**src/rtl/window_gen_3x3_if.sv**
```systemverilog
// ---------------------------------------------------------------------------
// window_gen_3x3_if
// Pixel-stream / window bus for window_gen_3x3.
//
// Optional feature macro: WINDOW_FRAME_DONE_EN (adds frame_done).
//
// Signals:
//   in_valid   : pixel strobe. The pixel is accepted on every edge where it is 1.
//   in_pixel   : raster-order unsigned pixel, in_width bits.
//   window     : packed 3x3 window. Element i occupies [(i+1)*in_width-1 : i*in_width].
//   out_valid  : window holds a complete 3x3 neighbourhood from the current frame.
//   frame_done : one-cycle pulse after the last pixel of a frame (macro only).
//
// Modports:
//   master : pixel source and window consumer.
//   slave  : the window generator.
// ---------------------------------------------------------------------------
interface window_gen_3x3_if #(
  parameter int in_width = 8
);
  logic                    in_valid;
  logic [in_width-1:0]     in_pixel;
  logic [9*in_width-1:0]   window;
  logic                    out_valid;
`ifdef WINDOW_FRAME_DONE_EN
  logic                    frame_done;
`endif

  modport master (
    output in_valid,
    output in_pixel,
    input  window,
`ifdef WINDOW_FRAME_DONE_EN
    input  frame_done,
`endif
    input  out_valid
  );

  modport slave (
    input  in_valid,
    input  in_pixel,
    output window,
`ifdef WINDOW_FRAME_DONE_EN
    output frame_done,
`endif
    output out_valid
  );
endinterface

```
**src/rtl/window_gen_3x3.sv**
```systemverilog
// ---------------------------------------------------------------------------
// window_gen_3x3
// Turns a raster-order pixel stream into a sliding 3x3 neighbourhood window,
// using two line buffers that hold the previous two rows.
//
// Optional feature macro: WINDOW_FRAME_DONE_EN
//   defined   -> bus.frame_done pulses after the last pixel of each frame
//   undefined -> frame_done and its logic do not exist
//
// Parameters:
//   in_width : bits per pixel
//   IMG_W    : pixels per row (>= 3)
//   IMG_H    : rows per frame (>= 3)
//
// Ports:
//   clk : sole clock, rising edge
//   rst : synchronous, active-high reset
//   bus : window_gen_3x3_if slave (in_valid, in_pixel, window, out_valid,
//         frame_done when enabled)
// ---------------------------------------------------------------------------
module window_gen_3x3 #(
  parameter int in_width = 8,
  parameter int IMG_W    = 8,
  parameter int IMG_H    = 8
) (
  input  logic            clk,
  input  logic            rst,
  window_gen_3x3_if.slave bus
);

  localparam int CW = $clog2(IMG_W);
  localparam int RW = $clog2(IMG_H);
  localparam int WW = 9 * in_width;

  localparam logic [CW-1:0] COL_MAX = CW'(IMG_W - 1);
  localparam logic [RW-1:0] ROW_MAX = RW'(IMG_H - 1);
  localparam logic [CW-1:0] COL_TWO = CW'(2);
  localparam logic [RW-1:0] ROW_TWO = RW'(2);

  // Position of the next pixel to be accepted.
  logic [CW-1:0] col_q, col_d;
  logic [RW-1:0] row_q, row_d;

  // Line buffers: lb0 holds the previous row, lb1 the row before that.
  logic [in_width-1:0] lb0_q [IMG_W];
  logic [in_width-1:0] lb1_q [IMG_W];

  logic [WW-1:0] win_q, win_d;
  logic          valid_q, valid_d;

`ifdef WINDOW_FRAME_DONE_EN
  logic          fdone_q, fdone_d;
`endif

  logic lastCol;
  logic lastRow;

  assign lastCol = (col_q == COL_MAX);
  assign lastRow = (row_q == ROW_MAX);

  // Next-state for the raster counters and the window. On each accepted pixel
  // every window row slides one column left and a new right column is loaded
  // from lb1 (top), lb0 (middle) and the incoming pixel (bottom). The window
  // is only flagged valid when all three rows and columns belong to the
  // current row span of the current frame, which keeps stale line-buffer
  // data from row or frame wraps from ever being reported.
  always_comb begin
    col_d   = col_q;
    row_d   = row_q;
    win_d   = win_q;
    valid_d = 1'b0;
`ifdef WINDOW_FRAME_DONE_EN
    fdone_d = 1'b0;
`endif
    if (bus.in_valid) begin
      if (lastCol) begin
        col_d = '0;
        row_d = lastRow ? '0 : row_q + RW'(1);
      end else begin
        col_d = col_q + CW'(1);
      end

      for (int r = 0; r < 3; r++) begin
        win_d[(3*r)*in_width   +: in_width] = win_q[(3*r+1)*in_width +: in_width];
        win_d[(3*r+1)*in_width +: in_width] = win_q[(3*r+2)*in_width +: in_width];
      end
      win_d[2*in_width +: in_width] = lb1_q[col_q];
      win_d[5*in_width +: in_width] = lb0_q[col_q];
      win_d[8*in_width +: in_width] = bus.in_pixel;

      valid_d = (row_q >= ROW_TWO) && (col_q >= COL_TWO);
`ifdef WINDOW_FRAME_DONE_EN
      fdone_d = lastRow && lastCol;
`endif
    end
  end

  // Control and window registers; reset abandons any partial frame.
  always_ff @(posedge clk) begin
    if (rst) begin
      col_q   <= '0;
      row_q   <= '0;
      win_q   <= '0;
      valid_q <= 1'b0;
`ifdef WINDOW_FRAME_DONE_EN
      fdone_q <= 1'b0;
`endif
    end else begin
      col_q   <= col_d;
      row_q   <= row_d;
      win_q   <= win_d;
      valid_q <= valid_d;
`ifdef WINDOW_FRAME_DONE_EN
      fdone_q <= fdone_d;
`endif
    end
  end

  // Line buffers carry no reset: their contents only reach a valid window
  // after two full rows of the current frame have overwritten them.
  always_ff @(posedge clk) begin
    if (!rst && bus.in_valid) begin
      lb1_q[col_q] <= lb0_q[col_q];
      lb0_q[col_q] <= bus.in_pixel;
    end
  end

  assign bus.window    = win_q;
  assign bus.out_valid = valid_q;
`ifdef WINDOW_FRAME_DONE_EN
  assign bus.frame_done = fdone_q;
`endif

endmodule

```
**src/flat_wrapper.sv**
```systemverilog
// flat-port wrapper written by rule: the top's interface ports become plain ports
module window_gen_3x3_flat 
#(
  parameter int in_width = 8,
  parameter int IMG_W    = 8,
  parameter int IMG_H    = 8
)
  (clk, rst, bus_in_valid, bus_in_pixel, bus_window, bus_out_valid);
  window_gen_3x3_if #(.in_width(in_width)) bus_i ();
  input  logic clk;
  input  logic rst;
  input wire logic [$bits(bus_i.in_valid)-1:0] bus_in_valid;
  input wire logic [$bits(bus_i.in_pixel)-1:0] bus_in_pixel;
  output wire logic [$bits(bus_i.window)-1:0] bus_window;
  output wire logic [$bits(bus_i.out_valid)-1:0] bus_out_valid;
  assign bus_i.in_valid = bus_in_valid;
  assign bus_i.in_pixel = bus_in_pixel;
  assign bus_window = bus_i.window;
  assign bus_out_valid = bus_i.out_valid;
  window_gen_3x3 #(.in_width(in_width), .IMG_W(IMG_W), .IMG_H(IMG_H)) u_core (.clk(clk), .rst(rst), .bus(bus_i));
endmodule
```
**config.mk**
```make
export PLATFORM = sky130hd
export DESIGN_NAME = window_gen_3x3_flat
export DESIGN_NICKNAME = d
export VERILOG_FILES = /design/src/rtl/window_gen_3x3_if.sv /design/src/rtl/window_gen_3x3.sv /design/src/flat_wrapper.sv
export SDC_FILE = /design/constraint.sdc
export NUM_CORES = 1
export LEC_CHECK = 0
export ABC_AREA = 1
export CAP_MARGIN = 5
export CORE_AREA = 2 2 124 126
export DETAILED_ROUTE_END_ITERATION = 6
export DIE_AREA = 0 0 126 128
export PLACE_DENSITY = 0.85
export SLEW_MARGIN = 20
export SYNTH_ARGS = -nofsm -noshare
export SYNTH_HDL_FRONTEND = slang
export SYNTH_SLANG_ARGS = --single-unit
```
**constraint.sdc**
```tcl
create_clock -name clk -period 2.59 [get_ports clk]
set_input_delay 0.518 -clock clk [delete_from_list [all_inputs] [get_ports clk]]
set_output_delay 0.518 -clock clk [all_outputs]
set_load 0.05 [all_outputs]
```
==> impl.org <==
** Outcome
- The flow ran to the end, and the final reports show no timing, DRC or antenna violations.

** CTS
- TritonCTS created 21 clock buffers.
- CTS saw 210 sinks.
- Resized cells post-CTS :: 0
- Post-CTS Setup Inserts :: 0
- TritonCTS clock tree :: done
- Clock insertion delay at the later pin of the skew report :: 0.49 ns
- After clock tree synthesis, the clock-pin slew on the worst setup and hold paths is 0.06 ns.
- CTS built an H-tree with a depth of 1.
- Buffers inserted to repair hold after CTS numbered 0.
- Max Root-Sink Buffers :: 3
- Root buf cell :: clkbuf_16

** Timing
- Final max-slew violation count :: 0
- Final worst slack :: 0.350 ns
- Count of final hold-check violations :: 0
- Static timing analysis puts the maximum clock frequency at 446 MHz.
- After routing, the total negative slack on setup checks comes to 0 ns.
- Counting I/O delays and the setup requirement, the final critical path takes 2.24 ns.
- Maximum clock skew at final layout :: about 0.0084 ns
- Unrepaired setup endpoints after global routing :: false
- Number of failing setup endpoints in the final timing report :: 0
- Post-route worst hold slack :: 0.364 ns
- Post-route fraction of the period consumed by the critical path :: roughly 87%
- Measured against its own limit, the worst slew margin works out to between 50 and 60%.
- Tightest Pin Transition :: between 0.7 and 0.8 ns

** Finish
- Area used by sequential logic in the layout :: 0.00549 mm2
- For this run, the post-layout net count is 910.
- In the final layout, the share of cells above drive strength 1 is ~7.5%.
- Leading cell type in the layout, fill and taps excluded :: nor2_1
- From synthesis to final layout, the design area changed by 20.9%.
- Top library cells by usage in the layout, fill and taps aside :: nor2_1, edfxtp_1, nand2_1
- The multi-input combinational cells in the finished layout cover a total of 0.00205 mm2.
- After filler insertion, the fill cell instance count of the layout stands at around 1100.
- Inserted Diodes :: 0

** Pwr
- Switching power total :: 2.00 mW
- The clock network is responsible for 38.3% of the overall power.
- Switching power as a share of total power :: 26.0%
- Power spread over the standard cell area amounts to between 700 and 800 mW/mm2.
- Sequential cells account for around half of the total power.
- The analysis attributes to cell leakage a power of roughly 4 nW.
- The internal portion of the total power is ~5.7 mW.
- Combinational Power Share :: 12.6%
- Max IR drop VDD :: a little under 0.0005 V

** Critical path
- Kind of start point of the critical path :: flip-flop
- STA puts the critical path data arrival time at around 1.7 ns.
- Data required time at the worst endpoint :: ~2.1 ns
- Of all nets on the critical path, the largest fanout is 3.
- CP Cell Sequence :: clkdlybuf4s50_1
- On the critical path the largest part of the delay comes from buffers and inverters.
- The worst setup path is of the flip-flop to primary output kind.
- Sort of element at the end of the critical path :: primary output
- Among all stages on the critical path, the largest delay is contributed by clkdlybuf4s50_1.
- CP peak stage delay :: between 0.8 and 0.9 ns
- Buffers plus inverters on the worst setup path :: 1

** Logic synthesis
- Synth warn :: 0
- Summing every instance area after synthesis gives just over 0.008 mm2.
- Synthesized instance count :: 811
- Synthesis instantiated 23 different standard cells from the library.
- Of all cell types, the one taking the most synthesized area is edfxtp_1.
- Synth Area per Inst :: around 10 um2
- Flip-flop and latch count after synthesis :: 210
- Register area share after synthesis :: approximately two thirds
- Counting every net in the synthesized netlist gives a little over 800.
- Yosys attributes the largest share of cell area to edfxtp_1, dfxtp_1, nor2_1, o21ai_0, nand2_1.
- Post-synth top area share :: between 40% and 50%

** Route
- After detailed routing, the number of remaining DRC violations is 0.
- Wires add up to approximately 19000 um.
- In this run, the number of DRC markers left after iteration 0 of detailed routing was approximately 620.
- For this block, the via count after detailed routing is roughly 6000.
- Number of optimization iterations in the first detailed-route pass :: 7
- Dividing the detail-routed via count by the number of cells gives ~5.4.
- Avg WL per Cell :: 17.1 um
- The count of nets left with antenna violations once routing finished came out at 0.

** Die
- Starting utilization of the core area :: 54.6%
- From left edge to right edge, the die measures 126 um.
- The floorplan step set the die height to ~130 um.
- The floorplan has 45 rows.
- Area of the placeable core :: roughly 0.015 mm2
- Ports :: 84
- The die covers 0.0161 mm2.

** Placement
- Detail Placement HPWL :: approximately 12000 um
- Input and output buffers added on the ports amount to slightly above 80.
- DP Worst Slack :: about 0.32 ns
- At the end of routability-driven placement, the weighted congestion stood at about 0.81.

** Global routing
- Entering global routing, the biggest net connects 89 pins.
- Via count of the first global-routing pass :: just under 6000
- Congestion Overflow GR :: 0
- In the global route stage, overall resource usage came out at a little under a quarter.
- Wire length of the first global-routing pass :: 29600 um
- Antenna violations before repair :: 0

** Run
- Max-cap violations in this run came to 0.

** Hold path
- Path class of the lowest-slack min-delay path :: primary input to flip-flop
==> flip-flops by register name (all words and copies together), names as in the netlist, named ones only <==
| register | flops |
|---|---|
| u_core.bus.out_valid | 1 |
| u_core.bus.window | 72 |
| u_core.col_q | 3 |
| u_core.lb0_q | 64 |
| u_core.lb1_q | 64 |
| u_core.row_q | 3 |
==> synthesized netlist by cell type (all sizes together) <==
master  count
inv       102
edfxtp    128
clkbuf     21
ha          4
nand2     102
or2         1
nand3      59
o211ai     16
nand3b      1
nor3        1
a211oi      1
o21ai      95
dfxtp      82
nor2      163
buf        22
a21oi      13
==> layout make-up <==
class                      count  share of cell area, %
clock buffer                  27                   5.99
clock inverter                11                  0.854
inverter                     102                   3.90
multi-input combinational    456                   20.9
sequential                   210                   55.9
tap                          188                   2.40
timing repair buffer         104                   10.1
==> logic make-up (layout without fill, tap and decap cells) <==
group           count (synthesis)  in the layout  synth area share, %
fa+ha+maj                       4              4                0.616
flops                         210            210                 67.5
simple gates                  327            327                 16.3
compound gates                125            125                 8.27
buf+inv                       145            244                 7.24
==> power groups by stage <==
stage	clock network, mW	logic [mW]	registers [mW]
6_report	2.94	0.964	3.78
3_3_place_gp	0	0.927	3.85
5_1_grt	3.09	1.03	3.79
2_1_floorplan	0	0.361	4.10
3_5_place_dp	0	0.954	3.85
4_1_cts	2.96	0.964	3.78
==> final timing paths <==
check,startpoint,slack (ns),to,depth (start not counted)
max,u_core.bus.window[37],0.35,bus_window[37],1
min,bus_in_valid,0.36,u_core.col_q[0],3
max reg2reg,u_core.col_q[0],0.53,u_core.lb1_q[5][0],4
min reg2reg,u_core.bus.window[52],0.50,u_core.bus.window[52],2
==> through the flow <==
| stage | std cells | util (%) | cell area (um2) | power (mW) |
|---|---|---|---|---|
| after CTS | 1098 | 66.1 | 9820 | 7.70 |
| final | 1098 | 66.1 | 9820 | 7.68 |
| after floorplan | 811 | - | 8120 | 4.47 |
| after detailed placement | 1060 | 61.5 | 9150 | 4.80 |
| after global routing | 1098 | 66.1 | 9820 | 7.90 |
| after global placement | 1060 | 61.5 | 9150 | 4.77 |
==> layer usage <==
metal  track usage, %  vias up  share of wire [%]
li1                 -     2832                  -
met1             29.9     2829                 41
met2             39.2      246                 50
met3             3.13       49                6.3
met4             9.31        0                3.3
met5                0        -                  0
Note: power is estimated with default switching activity, not from simulation.
